$ cat src/rtl/combo_detector_pkg.sv
// Shared definitions for the combo detector and its consumers.
// The attack_state encoding is shared with the projectile logic.
package combo_detector_pkg;

  typedef enum logic [1:0] {
    ATK_NONE    = 2'b00,
    ATK_BASIC   = 2'b01,
    ATK_SPECIAL = 2'b11
  } attack_e;

  typedef enum logic [1:0] {
    ST_IDLE,
    ST_BASIC,
    ST_SPECIAL,
    ST_COOLDOWN
  } state_e;

  typedef enum logic [1:0] {
    DIR_U,
    DIR_D,
    DIR_L,
    DIR_R
  } dir_e;

  localparam logic [2:0] COMBO_LAST_STEP = 3'd5;

  function automatic int unsigned cnt_width(input int unsigned a,
                                            input int unsigned b,
                                            input int unsigned c);
    int unsigned m;
    m = (a > b) ? a : b;
    m = (m > c) ? m : c;
    return $clog2(m) + 1;
  endfunction

  // Expected direction for the press that advances combo_step past 'step'.
  function automatic dir_e combo_dir(input logic [2:0] step);
    case (step)
      3'd0:    return DIR_U;
      3'd1:    return DIR_D;
      3'd2:    return DIR_L;
      3'd3:    return DIR_R;
      3'd4:    return DIR_L;
      3'd5:    return DIR_R;
      default: return DIR_U;
    endcase
  endfunction

endpackage

$ cat src/rtl/combo_detector_if.sv
// Player-input and attack-output bundle for combo_detector.
interface combo_detector_if;
  import combo_detector_pkg::*;

  logic       tick;
  logic       btn_u;
  logic       btn_d;
  logic       btn_l;
  logic       btn_r;
  logic       btn_c;
  logic       mirrored;
  attack_e    attack_state;
  logic [2:0] combo_step;

  modport master (
    output tick, btn_u, btn_d, btn_l, btn_r, btn_c, mirrored,
    input  attack_state, combo_step
  );

  modport slave (
    input  tick, btn_u, btn_d, btn_l, btn_r, btn_c, mirrored,
    output attack_state, combo_step
  );

endinterface

$ cat src/rtl/combo_detector_edge_detect.sv
// Single-cycle rising-edge pulse of a synchronised level.
// Suppressed for the first cycle after reset so a held level is not seen as a press.
module edge_detect (
  input  logic clk,
  input  logic rst_n,
  input  logic level,
  output logic rise
);

  logic prev_q, prev_d;
  logic armed_q, armed_d;

  always_comb begin
    prev_d  = level;
    armed_d = 1'b1;
  end

  always_ff @(posedge clk or negedge rst_n) begin
    if (!rst_n) begin
      prev_q  <= 1'b0;
      armed_q <= 1'b0;
    end else begin
      prev_q  <= prev_d;
      armed_q <= armed_d;
    end
  end

  assign rise = level & ~prev_q & armed_q;

endmodule

$ cat src/rtl/combo_detector.sv
// Button combo matcher and attack FSM: U,D,L,R,L,R issues a special,
// btn_c issues a basic attack, with hold and cooldown timing in ticks.
module combo_detector
  import combo_detector_pkg::*;
#(
  parameter int unsigned COMBO_GAP_TICKS = 500,
  parameter int unsigned HOLD_TICKS      = 50,
  parameter int unsigned COOLDOWN_TICKS  = 1000
) (
  input  logic             clk,
  input  logic             rst_n,
  combo_detector_if.slave  bus
);

  localparam int unsigned CNT_W = cnt_width(COMBO_GAP_TICKS, HOLD_TICKS, COOLDOWN_TICKS);
  localparam logic [CNT_W-1:0] GAP_LAST  = CNT_W'(COMBO_GAP_TICKS - 1);
  localparam logic [CNT_W-1:0] HOLD_LAST = CNT_W'(HOLD_TICKS - 1);
  localparam logic [CNT_W-1:0] COOL_LAST = CNT_W'(COOLDOWN_TICKS - 1);

  logic [4:0] btn_lvl;
  logic [4:0] btn_rise;

  assign btn_lvl = {bus.btn_c, bus.btn_r, bus.btn_l, bus.btn_d, bus.btn_u};

  for (genvar i = 0; i < 5; i++) begin : g_edge
    edge_detect u_edge (
      .clk   (clk),
      .rst_n (rst_n),
      .level (btn_lvl[i]),
      .rise  (btn_rise[i])
    );
  end

  state_e           state_q, state_d;
  attack_e          atk_q, atk_d;
  logic [2:0]       step_q, step_d;
  logic [CNT_W-1:0] gap_q, gap_d;
  logic [CNT_W-1:0] hold_q, hold_d;
  logic [CNT_W-1:0] cool_q, cool_d;
  logic             from_cool_q, from_cool_d;

  logic       u_e, d_e, l_e, r_e, c_e;
  logic [3:0] dir_vec;
  logic       any_dir, multi_dir, match, complete;
  dir_e       exp_dir;

  always_comb begin
    u_e       = btn_rise[0];
    d_e       = btn_rise[1];
    l_e       = bus.mirrored ? btn_rise[3] : btn_rise[2];
    r_e       = bus.mirrored ? btn_rise[2] : btn_rise[3];
    c_e       = btn_rise[4];
    dir_vec   = {r_e, l_e, d_e, u_e};
    any_dir   = |dir_vec;
    multi_dir = (dir_vec & (dir_vec - 4'd1)) != 4'd0;
    exp_dir   = combo_dir(step_q);
    match     = any_dir && !multi_dir && dir_vec[exp_dir];
    complete  = match && (step_q == COMBO_LAST_STEP);
  end

  // Sequence matcher and inter-press gap timer.
  always_comb begin
    step_d = step_q;
    gap_d  = gap_q;
    if (any_dir) begin
      gap_d = '0;
      if (complete) begin
        step_d = '0;
      end else if (match) begin
        step_d = step_q + 3'd1;
      end else if (!multi_dir && u_e) begin
        // A stray U is itself a valid first press of a fresh attempt.
        step_d = 3'd1;
      end else begin
        step_d = '0;
      end
    end else if (bus.tick && (step_q != '0)) begin
      if (gap_q >= GAP_LAST) begin
        step_d = '0;
        gap_d  = '0;
      end else begin
        gap_d = gap_q + 1'b1;
      end
    end
  end

  always_comb begin
    state_d     = state_q;
    atk_d       = atk_q;
    hold_d      = hold_q;
    cool_d      = cool_q;
    from_cool_d = from_cool_q;
    case (state_q)
      ST_IDLE: begin
        if (complete) begin
          state_d = ST_SPECIAL;
          atk_d   = ATK_SPECIAL;
          hold_d  = '0;
        end else if (c_e) begin
          state_d     = ST_BASIC;
          atk_d       = ATK_BASIC;
          hold_d      = '0;
          from_cool_d = 1'b0;
        end
      end
      ST_BASIC: begin
        if (complete && !from_cool_q) begin
          state_d = ST_SPECIAL;
          atk_d   = ATK_SPECIAL;
          hold_d  = '0;
        end else if (bus.tick) begin
          if (hold_q >= HOLD_LAST) begin
            // A basic taken during cooldown resumes the frozen cooldown count.
            state_d     = from_cool_q ? ST_COOLDOWN : ST_IDLE;
            atk_d       = ATK_NONE;
            hold_d      = '0;
            from_cool_d = 1'b0;
          end else begin
            hold_d = hold_q + 1'b1;
          end
        end
      end
      ST_SPECIAL: begin
        if (bus.tick) begin
          if (hold_q >= HOLD_LAST) begin
            state_d = ST_COOLDOWN;
            atk_d   = ATK_NONE;
            hold_d  = '0;
            cool_d  = '0;
          end else begin
            hold_d = hold_q + 1'b1;
          end
        end
      end
      ST_COOLDOWN: begin
        if (c_e) begin
          state_d     = ST_BASIC;
          atk_d       = ATK_BASIC;
          hold_d      = '0;
          from_cool_d = 1'b1;
        end else if (bus.tick) begin
          if (cool_q >= COOL_LAST) begin
            state_d = ST_IDLE;
            cool_d  = '0;
          end else begin
            cool_d = cool_q + 1'b1;
          end
        end
      end
      default: begin
        state_d     = ST_IDLE;
        atk_d       = ATK_NONE;
        hold_d      = '0;
        cool_d      = '0;
        from_cool_d = 1'b0;
      end
    endcase
  end

  always_ff @(posedge clk or negedge rst_n) begin
    if (!rst_n) begin
      state_q     <= ST_IDLE;
      atk_q       <= ATK_NONE;
      step_q      <= '0;
      gap_q       <= '0;
      hold_q      <= '0;
      cool_q      <= '0;
      from_cool_q <= 1'b0;
    end else begin
      state_q     <= state_d;
      atk_q       <= atk_d;
      step_q      <= step_d;
      gap_q       <= gap_d;
      hold_q      <= hold_d;
      cool_q      <= cool_d;
      from_cool_q <= from_cool_d;
    end
  end

  assign bus.attack_state = atk_q;
  assign bus.combo_step   = step_q;

endmodule

$ cat src/flat_wrapper.sv
// flat-port wrapper written by rule: the top's interface ports become plain ports
module combo_detector_flat import combo_detector_pkg::*;
#(
  parameter int unsigned COMBO_GAP_TICKS = 500,
  parameter int unsigned HOLD_TICKS      = 50,
  parameter int unsigned COOLDOWN_TICKS  = 1000
)
  (clk, rst_n, bus_tick, bus_btn_u, bus_btn_d, bus_btn_l, bus_btn_r, bus_btn_c, bus_mirrored, bus_attack_state, bus_combo_step);
  combo_detector_if bus_i ();
  input  logic clk;
  input  logic rst_n;
  input wire logic [$bits(bus_i.tick)-1:0] bus_tick;
  input wire logic [$bits(bus_i.btn_u)-1:0] bus_btn_u;
  input wire logic [$bits(bus_i.btn_d)-1:0] bus_btn_d;
  input wire logic [$bits(bus_i.btn_l)-1:0] bus_btn_l;
  input wire logic [$bits(bus_i.btn_r)-1:0] bus_btn_r;
  input wire logic [$bits(bus_i.btn_c)-1:0] bus_btn_c;
  input wire logic [$bits(bus_i.mirrored)-1:0] bus_mirrored;
  output wire logic [$bits(bus_i.attack_state)-1:0] bus_attack_state;
  output wire logic [$bits(bus_i.combo_step)-1:0] bus_combo_step;
  assign bus_i.tick = bus_tick;
  assign bus_i.btn_u = bus_btn_u;
  assign bus_i.btn_d = bus_btn_d;
  assign bus_i.btn_l = bus_btn_l;
  assign bus_i.btn_r = bus_btn_r;
  assign bus_i.btn_c = bus_btn_c;
  assign bus_i.mirrored = bus_mirrored;
  assign bus_attack_state = bus_i.attack_state;
  assign bus_combo_step = bus_i.combo_step;
  combo_detector #(.COMBO_GAP_TICKS(COMBO_GAP_TICKS), .HOLD_TICKS(HOLD_TICKS), .COOLDOWN_TICKS(COOLDOWN_TICKS)) u_core (.clk(clk), .rst_n(rst_n), .bus(bus_i));
endmodule
$ cat config.mk
export PLATFORM = sky130hd
export DESIGN_NAME = combo_detector_flat
export DESIGN_NICKNAME = d
export VERILOG_FILES = /design/src/rtl/combo_detector_pkg.sv /design/src/rtl/combo_detector_if.sv /design/src/rtl/combo_detector_edge_detect.sv /design/src/rtl/combo_detector.sv /design/src/flat_wrapper.sv
export SDC_FILE = /design/constraint.sdc
export NUM_CORES = 1
export LEC_CHECK = 0
export ABC_CLOCK_PERIOD_IN_PS = 2700
export CAP_MARGIN = 20
export CORE_UTILIZATION = 45
export CTS_CLUSTER_DIAMETER = 120
export DETAILED_ROUTE_END_ITERATION = 10
export GPL_ROUTABILITY_DRIVEN = 0
export GPL_TIMING_DRIVEN = 0
export PLACE_DENSITY_LB_ADDON = 0.12
export SYNTH_ARGS = -nofsm -noshare
export SYNTH_HDL_FRONTEND = slang
export SYNTH_SLANG_ARGS = --single-unit
$ cat constraint.sdc
create_clock -name clk -period 2.7 [get_ports clk]
set_clock_uncertainty 0.05 [all_clocks]
set_input_delay 0.675 -clock clk [delete_from_list [all_inputs] [get_ports clk]]
set_output_delay 0.675 -clock clk [all_outputs]
set_load 0.02 [all_outputs]
; After elaboration in Yosys (flattened, before gate mapping)
; Index checks and enable logic that the tools add are counted.
[totals]
elab_cells = 134
regBits = 47
out_inout_bits = 5
inputBits = 9
[classes]
n_lt_le_gt_ge = 4
bitwise_logic = 16
addsub = 5
mux = 51
n_reduce_logical = 22
eq_ne = 23
[op_table]
columns = operator, n
row1 = 11-bit two-way mux, 13
row2 = 11-bit one-hot mux with 4 select lines, 1
row3 = 11-bit by 1-bit adder with 11-bit output (second input constant), 3
row4 = 2-bit two-way mux, 16
row5 = 11-bit one-hot mux with 2 select lines, 1
row6 = 2-bit one-hot mux with 4 select lines, 2
row7 = 3-bit two-way mux, 5
row8 = 7-bit AND reduction, 2
row9 = 2-bit inequality test (second input constant), 6
row10 = 11-bit by 10-bit greater-or-equal comparator with 1-bit output (second input constant), 1
row11 = 11-bit by 6-bit greater-or-equal comparator with 1-bit output (second input constant), 1
row12 = 11-bit by 9-bit greater-or-equal comparator with 1-bit output (second input constant), 1
row13 = 1-bit bitwise AND, 10
row14 = 1-bit two-way mux, 10
row15 = 3-bit by 1-bit inequality test with 1-bit output (second input constant), 3
row16 = 2-bit by 1-bit inequality test with 1-bit output (second input constant), 4
row17 = 3-bit by 2-bit equality test with 1-bit output (second input constant), 2
row18 = 3-bit equality test (second input constant), 2
row19 = 1-bit logical AND, 6
row20 = 3-bit by 2-bit inequality test with 1-bit output (second input constant), 2
row21 = 2-bit one-hot mux with 3 select lines, 1
row22 = 2-bit nonzero test, 3
row23 = 3-bit nonzero test, 2
row24 = 1-bit NOT, 5
row25 = other kinds (16), 19

; Logic depth before layout (Yosys ltp)
; Gate-level depths: netlist (run 1).
[logic_depth]
ltp_word = 14
ltp_mapped = 9
depth_no_buf = 8

; Hierarchy
; From an unflattened synthesis (run 1), not the netlist that was laid out.
[unflattened]
hier_cells = 292
hier_area_um2 = 2701.3
[by_module_without_submodules]
columns = mod, cells_per_inst, area_per_inst_um2, n_inst, seq_area_each_um2
row1 = combo_detector, 272, 2388.5, 1, 1026.0
row2 = edge_detect, 4, 62.6, 5, 50.0

; Worst setup path before layout (run 1)
; Ideal clock, no wire load.
[synth_path]
path_kind = reg-to-reg
startpoint = register u_core.step_q[0] (netlist: u_core.bus.combo_step[0])
endpoint = register u_core.hold_q[3]
period_less_slack_ns = 2.263
setup_ns = 0.067
required_ns = 2.583
arrival_time_ns = 2.145
path_buffers = 0
stages_incl_launch_ff = 8
slack_ns = 0.437
path_cell_list = dfrtp_1 > ha_1 > nor2b_1 > o211a_1 > mux2i_1 > o21ai_1 > a21oi_1 > a221o_1
[synth_between]
elab_chain_cells = 10
word_cells_on_any_way = 16
classes_between = 5 x eq/ne / 6 x mux / 5 x reduce/logical
[synth_rtl]
columns = item, line_no
row1 = start: declaration, combo_detector.sv:36  ; logic [2:0] step_q, step_d;
row2 = start signal: assignment, combo_detector.sv:172  ; step_q <= step_d;
row3 = "3-bit by 2-bit equality test with 1-bit output, or another cell as far along", combo_detector_pkg.sv:38  ; case (step)
row4 = 2-bit OR reduction (no line), -
row5 = 2-bit one-hot mux with 3 select lines, combo_detector_pkg.sv:38
row6 = 1-bit binary-select mux with 2-bit select, combo_detector.sv:57  ; match = any_dir && !multi_dir && dir_vec[exp_dir];
row7 = 1-bit two-way mux (not written as such), combo_detector.sv:57
row8 = 1-bit logical AND, combo_detector.sv:57
row9 = 1-bit logical AND (*), combo_detector.sv:58  ; complete = match && (step_q == COMBO_LAST_STEP);
row10 = 1-bit logical AND, combo_detector.sv:107  ; if (complete && !from_cool_q) begin
row11 = 11-bit two-way mux, combo_detector.sv:107
row12 = 11-bit one-hot mux with 4 select lines (*), combo_detector.sv:93  ; case (state_q)
row13 = net u_core.hold_d[3], combo_detector.sv:38  ; logic [CNT_W-1:0] hold_q, hold_d;
row14 = end signal: assignment, combo_detector.sv:174  ; hold_q <= hold_d;
row15 = end: declaration, combo_detector.sv:38
; The timed path passes the listed nets; every way through them passes the cells marked *. The select of a mux whose other input is x is not followed.
; A chain may end at the register's enable or synchronous reset.

; Worst setup path in the final report (run 1)
[layout_path]
startpoint = input bus_mirrored
endpoint = register u_core.hold_q[3]
[layout_between]
elab_chain_cells = 11
word_cells_on_any_way = 16
classes_between = 1 x add/sub / 7 x mux / 1 x bitwise / 7 x reduce/logical
[layout_rtl]
columns = item, line_no
row1 = start: declaration, flat_wrapper.sv:18  ; input wire logic [$bits(bus_i.mirrored)-1:0] bus_mirrored;
row2 = "1-bit two-way mux, on equally long branches", "combo_detector.sv:50, combo_detector.sv:51"
row3 = 4-bit by 1-bit subtractor with 4-bit output, combo_detector.sv:55  ; multi_dir = (dir_vec & (dir_vec - 4'd1)) != 4'd0;
row4 = 4-bit bitwise AND, combo_detector.sv:55
row5 = 4-bit nonzero test, combo_detector.sv:55
row6 = 1-bit zero test, combo_detector.sv:57
row7 = 1-bit logical AND, combo_detector.sv:57
row8 = 1-bit logical AND (*), combo_detector.sv:57
row9 = 1-bit logical AND (*), combo_detector.sv:58
row10 = 1-bit logical AND, combo_detector.sv:107
row11 = 11-bit two-way mux, combo_detector.sv:107
row12 = 11-bit one-hot mux with 4 select lines (*), combo_detector.sv:93
row13 = net u_core.hold_d[3], combo_detector.sv:38
; Marked as above.

==> impl_metrics.ini, run 1 <==
[hold_path]
min_path_type = primary input to asynchronous set/reset pin

[yosys]
syn_area_um2 = 2730
syn_inst = 299
syn_area_per_cell_um2 = 9.12
synth_edf_count = 0
ys.warnings.count = 0
synth_cell_types = 57
synth_fp_nets = 316
synth_flop_cell = dfrtp_1
ys_async_sr_fraction = 1.00
ys_seq_area_frac = 0.431
ys_seq_elements = 47

[finish]
fin_cells = 393
area_growth_syn_to_layout_pct = 13.9
postLayoutCoreUtil = 0.547
nets = 337
diodes = 0
drive_above_1_share = 0.0685

[clock_tree]
cts_hold_buf = 0
cts_tree = built
h-tree-depth = 2
cts_buffers = 5
clock_sinks = 47
clk_latency_ps = 300
clk_path_buf_depth = 2
cts-root-buf = clkbuf_8
postCtsSetupRepairBufs = 0
clk_pin_slew_worst_paths_ps = 80

[floorplan]
die_x_um = 79.9
initial_core_util = 0.481
coreArea_um2 = 5680
die_area_um2 = 6380
die_y_um = 79.9
io_pins = 14
rows = 27

[timing]
rsz0062_at_grt = false
setup_viol = 0
min_period_ps = 2620
worstMarginPinSlew_ps = 606
max_freq_mhz = 382
finalCritPeriodShare = 0.969
slew_violations = 0
holdWs_ps = 300
hold_violations = 0
setup_ws_ps = 82.8
slew_headroom = 0.593

[critical_path]
worst_setup_path_startpoint = bus_mirrored
regToRegSetupSlack_ps = 210
cp_data_arrival_time_ps = 2750
end_kind = flop
crit_type = primary input to flop
rr_endpoint = u_core.hold_q[2]
crit_required_ps = 2830
r2r-start = u_core.hold_q[0]
crit_path_start_kind = primary input
cp-endpoint = u_core.hold_q[3]
reg2regPathDepth = 8
critPathMaxFanout = 9

[drt]
via_count = 2251
ant_nets = 0
drcViolationCount = 0
wl_mm = 5.73
via_per_inst = 5.73
initialDrtViolationCount = 190
routedWlPerCell_um = 14.6
dr.pass1.iters = 4

[pwr]
total_power_mw = 2.60
peakVddDrop_v = 0.000432
p_leak_nw = 1.41
powerDensity_nw_per_um2 = 837

[grt]
grt_pass1_vias = 2071
grt_overflow = 0
grt_pass1_wl_mm = 9.57
grt_max_degree = 26
grtUsageTotal = 0.192
antenna_found_initial = 0

[status]
status = completed

[place]
place_ws_ps = -455
hpwlAfterDp_mm = 4.14
place_inst = 385
portBuffers = 13

[run]
maxCapViolCount = 0
## power breakdown
group	total (mW)	internal, mW	leakage, nW	switching [mW]
registers	1.02	0.847	0.616	0.173
logic	0.974	0.420	0.726	0.554
clock network	0.606	0.370	0.0654	0.236
total	2.60	1.64	1.41	0.963
## stage by stage
| step | TNS, ps | area, µm² |
|---|---|---|
| after CTS | 0 | 3100 |
| final | 0 | 3110 |
| after global routing | 0 | 3110 |
| after global placement | -26990 | 2950 |
| after detailed placement | -4040 | 2960 |
| after floorplan | 0 | 2730 |
## cells in the mapped netlist (2+ instances only)
cell type | number | area, µm²
a2111oi_0 | 2 | 17.5
a211oi_1 | 8 | 60.1
a21o_1 | 5 | 37.5
a21oi_1 | 13 | 65.1
a221o_1 | 3 | 30.0
a22o_1 | 3 | 26.3
a41oi_1 | 2 | 17.5
and2_1 | 5 | 31.3
and3_1 | 11 | 68.8
and3b_1 | 3 | 26.3
buf_2 | 2 | 10.0
clkbuf_1 | 5 | 18.8
dfrtp_1 | 47 | 1180
ha_1 | 8 | 100
inv_1 | 13 | 48.8
mux2i_1 | 3 | 30.0
nand2_1 | 28 | 105
nand2b_1 | 7 | 43.8
nand3_1 | 6 | 30.0
nand3b_1 | 3 | 22.5
nand4_1 | 5 | 31.3
nand4b_1 | 2 | 17.5
nor2_1 | 28 | 105
nor2b_1 | 2 | 12.5
nor3_1 | 6 | 30.0
nor3b_1 | 5 | 37.5
o211ai_2 | 2 | 25.0
o21a_1 | 6 | 45.0
o21ai_0 | 15 | 75.1
o21ai_1 | 13 | 65.1
o22ai_1 | 4 | 25.0
o31ai_1 | 5 | 37.5
or3_1 | 4 | 25.0
or4_1 | 2 | 15.0
## cell families (layout without fill, tap and decap cells)
kind of cell    after synthesis  after routing  share of synthesized area
simple gates                123            123                      0.239
compound gates               95             95                      0.245
flops                        47             47                      0.431
buf+inv                      21             43                     0.0326
fa+ha+maj                     8              8                     0.0367
mux                           4              4                     0.0151
other cells                   1              1                    0.00137
## worst min path at each step
stage | cells after the start | start | end
finish | 1 | rst_n | u_core.g_edge[2].u_edge.prev_q
global route | 1 | rst_n | u_core.g_edge[2].u_edge.prev_q
CTS | 1 | rst_n | u_core.g_edge[4].u_edge.prev_q
detailed placement | 1 | u_core.hold_q[8] | u_core.hold_q[8]
global placement | 1 | u_core.hold_q[8] | u_core.hold_q[8]
floorplan | 0 | rst_n | u_core.bus.attack_state[0]
## cells in the final DEF, fill, tap and decap left out, types with 4 or more instances in the layout
master           Yosys  routed
a211oi_1             8       8
a21o_1               5       5
a21oi_1             13      12
and2_1               5       5
and3_1              11      11
clkbuf_1             5       6
clkbuf_8             0       5
clkdlybuf4s50_1      0      12
dfrtp_1             47      47
ha_1                 8       8
inv_1               13      13
nand2_1             28      28
nand2b_1             7       7
nand3_1              6       6
nand4_1              5       5
nor2_1              28      28
nor3_1               6       6
nor3b_1              5       5
o21a_1               6       6
o21ai_0             15      15
o21ai_1             13      13
o22ai_1              4       4
o31ai_1              5       5
or3_1                4       4
## critical path, stage by stage
cell	delay [ps]
clkdlybuf4s50_1	470
nand2b_1	190
o22ai_1	300
mux2i_1	190
o21ai_1	380
a21oi_4	160
a221o_1	380
## routing by layer
layer,track usage,wire length (µm)
met5,0,0
met4,0.0554,34
met3,0.0400,223
met2,0.296,2530
met1,0.270,2940
## registers in the layout (all words and copies together), names as in the netlist
name	cells
u_core.bus.attack_state	2
u_core.bus.combo_step	3
u_core.cool_q	11
u_core.g_edge.u_edge.prev_q	5
u_core.g_edge.u_edge.armed_q	1
u_core.hold_q	11
u_core.gap_q	11
u_core.from_cool_q	1
u_core.state_q	2
## cell type report
class                      instances  area, µm²
clock inverter                     2       60.1
clock buffer                       6       72.6
inverter                          13       48.8
timing repair buffer              14        145
fill                             534       2570
buffer                             8       40.0
tap                               72       90.1
sequential                        47       1180
multi-input combinational        231       1470
## what timing repair did
item	in CTS	in global routing
gates resized for setup	1	1
endpoints found under the setup margin	9	9
pin swaps	0	0
Power figures use the tool's default switching activity.
==> run 2: changes to the inputs <==
- ABC_CLOCK_PERIOD_IN_PS: 2700 -> default
==> results of run 2 <==
Same layout as run 1: the final DEF is identical, and so are final timing and power.
==> RTL edit 1 (settings of run 1) <==
`HOLD_TICKS` is set to 50 in 2 places; all go to 25.
--- a/src/rtl/combo_detector.sv
+++ b/src/rtl/combo_detector.sv
@@ -5,5 +5,5 @@
 #(
   parameter int unsigned COMBO_GAP_TICKS = 500,
-  parameter int unsigned HOLD_TICKS      = 50,
+  parameter int unsigned HOLD_TICKS      = 25,
   parameter int unsigned COOLDOWN_TICKS  = 1000
 ) (
--- a/src/flat_wrapper.sv
+++ b/src/flat_wrapper.sv
@@ -3,5 +3,5 @@
 #(
   parameter int unsigned COMBO_GAP_TICKS = 500,
-  parameter int unsigned HOLD_TICKS      = 50,
+  parameter int unsigned HOLD_TICKS      = 25,
   parameter int unsigned COOLDOWN_TICKS  = 1000
 )
Check against the original RTL: no difference found for any inputs over 10 cycles, from zero or initial values and one cycle with rst_n low; that may be too few to reach the edited logic, so the function may still have changed.
==> RTL edit 1 against run 1 <==
- cell area decreased by 2.5%
- power decreased by 17%
- cell count decreased by 3.1%
- routed wire length decreased by 9.9%
- combinational power decreased by 22%
- synthesized area decreased by 5.6%
- first-iteration DRC count decreased by 16%
- critical endpoint is now u_core.gap_q[7]
- worst setup slack got worse by 0.047 ns
- critical path depth decreased by 1
- sequential cell count unchanged
==> RTL edit 1: results (changes against run 1) <==
- Largest registers: u_core.cool_q x11, u_core.gap_q x11, u_core.hold_q x11 (unchanged)
- Largest cells by area after synthesis: sky130_fd_sc_hd__dfrtp_1, sky130_fd_sc_hd__o21ai_0, sky130_fd_sc_hd__nor2_1, sky130_fd_sc_hd__nand2_1, sky130_fd_sc_hd__ha_1 (was sky130_fd_sc_hd__dfrtp_1, sky130_fd_sc_hd__nand2_1, sky130_fd_sc_hd__nor2_1, sky130_fd_sc_hd__ha_1, sky130_fd_sc_hd__o21ai_0)
- Maximum number of pins on one net before global-route repair: 27 (was 26)
- Inserted Clock Buffers: 5 (unchanged)
- Clk_lat worst skew: 0.30 ns (about the same)
- Total track usage: 19.4% (was 19.2%)
- Fraction of layout cells with a size suffix above 1: 12.3% (was 6.85%)
- Count of yosys warnings during synthesis: 0 (unchanged)
- Half-perimeter wire length after placement: 3610 µm (was 4140 µm)
- Worst slew pin tran: 0.705 ns (was 0.606 ns)
- Nets: 325 (was 337)
- Post-detailed-route wirelength per cell: 13.5 µm (was 14.6 µm)
- Antenna violations before repair: 0 (unchanged)
- Worst-case vdd ir drop: 328 µV (was 432 µV)
- Adder-cell share of the synthesized area: 3.40% (was 3.67%)
- Net Count, Synth: 292 (was 316)
- Post-synthesis average cell area: 9.33 µm² (was 9.12 µm²)
- Share of synthesized area occupied by flip-flops and latches: 45.7% (was 43.1%)
- Clock root buffer: sky130_fd_sc_hd__clkbuf_8 (unchanged)
- Hold_ws: 0.281 ns (was 0.300 ns)
- Most common library cells after synthesis: sky130_fd_sc_hd__dfrtp_1, sky130_fd_sc_hd__nor2_1, sky130_fd_sc_hd__nand2_1, sky130_fd_sc_hd__o21ai_0, sky130_fd_sc_hd__and2_1 (was sky130_fd_sc_hd__dfrtp_1, sky130_fd_sc_hd__nand2_1, sky130_fd_sc_hd__nor2_1, sky130_fd_sc_hd__o21ai_0)
- Critical path arrival: 2.81 ns (was 2.75 ns)
- Fillcell total: 496 (was 534)
- Xor and xnor area share after synthesis: 1.02% (was 0%)
- Worst-path fanout max: 8 (was 9)
- Synth Area in Compound Gates: 21.7% (was 24.4%)
- Leakage component of the power: 1.34 nW (was 1.41 nW)
- Net Sw Power: 762 µW (was 963 µW)
- Number of buffers between clock root and the deepest sink: 2 (unchanged)
- Share of synthesized registers carrying an async set or reset: 100% (unchanged)
- Number of global-route vias before repair: 2030 (was 2071)
- Dpl ws: -0.613 ns (was -0.455 ns)
- DR iter-0 viols: 159 (was 190)
- Fin crit period: 2.66 ns (was 2.62 ns)
- DR vias/cell: 5.54 (was 5.73)
- Area after detailed placement: 2800 µm² (was 2960 µm²)
- # port buffers: 12 (was 13)
- Clock-pin slew on the worst setup and hold paths: 0.08 ns (about the same)
- Via count of the routed design: 2112 (was 2251)
- Pre-Repair DR Iteration Count: 4 (unchanged)
- First-pass GRT wire length: 9210 µm (was 9570 µm)
- Netlist cell types: 54 (was 57)
- H-tree Lvls: 2 (unchanged)
- Worst min-delay path category: in -> async (unchanged)
- Mux cell area share after synthesis: 1.21% (was 1.51%)
- Run status: completed (unchanged)
- Placed Cells incl. Taps: 361 (was 385)
RTL edit 1: cell count changes after synthesis, moves of 5 or more:
| cell | change |
|---|---|
| sky130_fd_sc_hd__nor2b_1 | +6 |
| sky130_fd_sc_hd__o21ai_1 | -12 |
| sky130_fd_sc_hd__inv_1 | -6 |
| sky130_fd_sc_hd__a21oi_1 | -6 |
| sky130_fd_sc_hd__nor4_1 | +6 |
| sky130_fd_sc_hd__o21ai_0 | +10 |
| sky130_fd_sc_hd__nor3b_1 | -5 |
RTL edit 1: final timing paths:
| kind | to | start | depth (start not counted) |
|---|---|---|---|
| setup / recovery | u_core.gap_q[7] | bus_btn_d | 6 |
| max in group asynchronous | u_core.gap_q[0] | rst_n | 2 |
| hold reg to reg | u_core.gap_q[10] | u_core.gap_q[10] | 1 |
| hold / removal | u_core.g_edge[3].u_edge.prev_q | rst_n | 1 |
| min in group clk | u_core.gap_q[10] | u_core.gap_q[10] | 1 |
| setup reg to reg | u_core.hold_q[1] | u_core.bus.combo_step[1] | 8 |
RTL edit 1: repair_timing:
item                                    in CTS  in global routing
buffers inserted                            12                  1
endpoints found under the setup margin      19                 15
pin swaps                                    9                  3
gates resized for setup                      6                  5
hold buffers                                 0                  0
RTL edit 1: power groups by stage:
stage / Clock, mW / Sequential, mW / Combinational, mW
after detailed placement: 0 / 0.899 / 0.690
final: 0.505 / 0.886 / 0.760
after floorplan: 0 / 0.895 / 0.508
after global placement: 0 / 0.896 / 0.680
after CTS: 0.521 / 0.886 / 0.732
after global routing: 0.546 / 0.902 / 0.867
RTL edit 1: final cells by class:
| class | instances | area (µm²) | share of cell area [%] |
|---|---|---|---|
| buffer | 7 | 33.8 | 1.12 |
| multi-input combinational | 215 | 1370 | 45.2 |
| timing repair buffer | 26 | 231 | 7.64 |
| sequential | 47 | 1180 | 38.8 |
| tap | 72 | 90.1 | 2.98 |
| inverter | 7 | 26.3 | 0.868 |
| clock buffer | 6 | 72.6 | 2.40 |
| clock inverter | 1 | 30.0 | 0.992 |
RTL edit 1: layer usage:
layer,up-vias,GRT usage [%],wire [µm]
met5,-,0,0
met4,0,7.36,66
met3,6,5.06,152
met2,21,29.7,2320
met1,1012,26.1,2620
li1,1073,-,-
RTL edit 1: worst max-delay path, cell delays in order:
cell	delay, ns
sky130_fd_sc_hd__clkdlybuf4s50_1	0.42
sky130_fd_sc_hd__and2b_2	0.24
sky130_fd_sc_hd__o41ai_2	0.49
sky130_fd_sc_hd__o311ai_2	0.33
sky130_fd_sc_hd__or2_2	0.40
sky130_fd_sc_hd__o41ai_1	0.26
==> RTL edit 2 (settings of run 1) <==
Made on the original files. Re-encode `state_e` (4 states) as one-hot, 4 bits wide.
--- a/src/rtl/combo_detector_pkg.sv
+++ b/src/rtl/combo_detector_pkg.sv
@@ -9,9 +9,9 @@
   } attack_e;
 
-  typedef enum logic [1:0] {
-    ST_IDLE,
-    ST_BASIC,
-    ST_SPECIAL,
-    ST_COOLDOWN
+  typedef enum logic [3:0] {
+    ST_IDLE     = 4'b0001,
+    ST_BASIC    = 4'b0010,
+    ST_SPECIAL  = 4'b0100,
+    ST_COOLDOWN = 4'b1000
   } state_e;
 
Formal check against the unedited RTL: no difference found for any inputs over 4 cycles, from zero or initial values and one cycle with rst_n low; so few cycles prove little.
==> RTL edit 2 against run 1 <==
- cell count grew 3.6%
- synthesized area grew 5.3%
- worst setup slack gained 0.0018 ns
- cell area grew 4.3%
- sequential cell count grew 2
- maximum frequency is essentially flat
- power shrank 15%
- routed wire length grew 3.9%
- critical path depth is the same
- largest power group unchanged
- highest routed layer unchanged
==> RTL edit 2: results (changes against run 1) <==
- Run status: completed (unchanged)
- Highest clock frequency the design can meet: 0.382 GHz (about the same)
- Count of instances resized after the clock tree is built: 0 (was 1)
- Nets: 348 (was 337)
- Tot Pwr: 2.22 mW (was 2.60 mW)
- Mapped Cells: 311 (was 299)
- Slack of the worst reg-to-reg path: 0.14 ns (was 0.21 ns)
- Fraction of met2 tracks used by global routing: 31.6% (was 29.6%)
- Logic gate share of total power: 36.2% (was 37.4%)
- Worst-case vdd ir drop: 412 µV (was 432 µV)
- DR iter-0 viols: 125 (was 190)
- # port buffers: 12 (was 13)
- Critical R2R Launch: u_core.bus.combo_step[1] (was u_core.hold_q[0])
- Maximum number of pins on one net before global-route repair: 31 (was 26)
- DR vias/cell: 5.68 (was 5.73)
- Source of the critical timing path: bus_btn_r (was bus_mirrored)
- Post-Route WL: 5950 µm (was 5730 µm)
- First-pass GRT wire length: 9880 µm (was 9570 µm)
- Global Route met1 Usage: 25.0% (was 27.0%)
- Critical path arrival: 2.76 ns (was 2.75 ns)
- Hold_ws: 0.274 ns (was 0.300 ns)
- Fraction of layout cells with a size suffix above 1: 12.0% (was 6.85%)
- Worst slew pin tran: 0.566 ns (was 0.606 ns)
- Finished Layout Cells: 407 (was 393)
- Number of global-route vias before repair: 2131 (was 2071)
- Clock power share: 24.1% (was 23.3%)
- Share of synthesized area occupied by flip-flops and latches: 42.7% (was 43.1%)
- Total track usage: 19.4% (was 19.2%)
- Path depth of the worst reg2reg path: 9 (was 8)
- Worst-path fanout max: 5 (was 9)
- Adder-cell share of the synthesized area: 3.48% (was 3.67%)
- Internal power consumption: 1.41 mW (was 1.64 mW)
- Placed Cells incl. Taps: 399 (was 385)
- Routed wl met2: 2770 µm (was 2530 µm)
- Xor and xnor area share after synthesis: 0.610% (was 0%)
- Half-perimeter wire length after placement: 4240 µm (was 4140 µm)
- Total length of routed met3 wires: 184 µm (was 223 µm)
- Cell with the largest stage delay on the worst path: sky130_fd_sc_hd__or3_1 (was sky130_fd_sc_hd__clkdlybuf4s50_1)
- Netlist cell types: 59 (was 57)
- Mux cell area share after synthesis: 1.09% (was 1.51%)
- Largest cells by area after synthesis: sky130_fd_sc_hd__dfrtp_1, sky130_fd_sc_hd__o21ai_0, sky130_fd_sc_hd__nand2_1, sky130_fd_sc_hd__nor2b_1, sky130_fd_sc_hd__ha_1 (was sky130_fd_sc_hd__dfrtp_1, sky130_fd_sc_hd__nand2_1, sky130_fd_sc_hd__nor2_1, sky130_fd_sc_hd__ha_1, sky130_fd_sc_hd__o21ai_0)
- Dpl ws: -0.307 ns (was -0.455 ns)
- Leakage component of the power: 1.45 nW (was 1.41 nW)
RTL edit 2: cell types whose count changed after synthesis, moves of 5 or more:
cell / before / now
sky130_fd_sc_hd__nand2b_1: 7 / 15
sky130_fd_sc_hd__o21ai_1: 13 / 1
sky130_fd_sc_hd__a21oi_1: 13 / 8
sky130_fd_sc_hd__o31ai_1: 5 / 11
sky130_fd_sc_hd__o21ai_0: 15 / 24
sky130_fd_sc_hd__nand3_1: 6 / 11
sky130_fd_sc_hd__inv_1: 13 / 8
sky130_fd_sc_hd__buf_2: 2 / 9
sky130_fd_sc_hd__nor2b_1: 2 / 17
sky130_fd_sc_hd__a211oi_1: 8 / 3
RTL edit 2: cell type report:
type | instances | area (µm²)
clock buffers | 5 | 68.8
inverters | 8 | 30.0
fillers | 571 | 2780
plain buffers | 11 | 56.3
well taps | 75 | 93.8
multi-input cells | 243 | 1590
clock inverters | 3 | 43.8
repair buffers | 13 | 135
flip-flops and latches | 49 | 1230
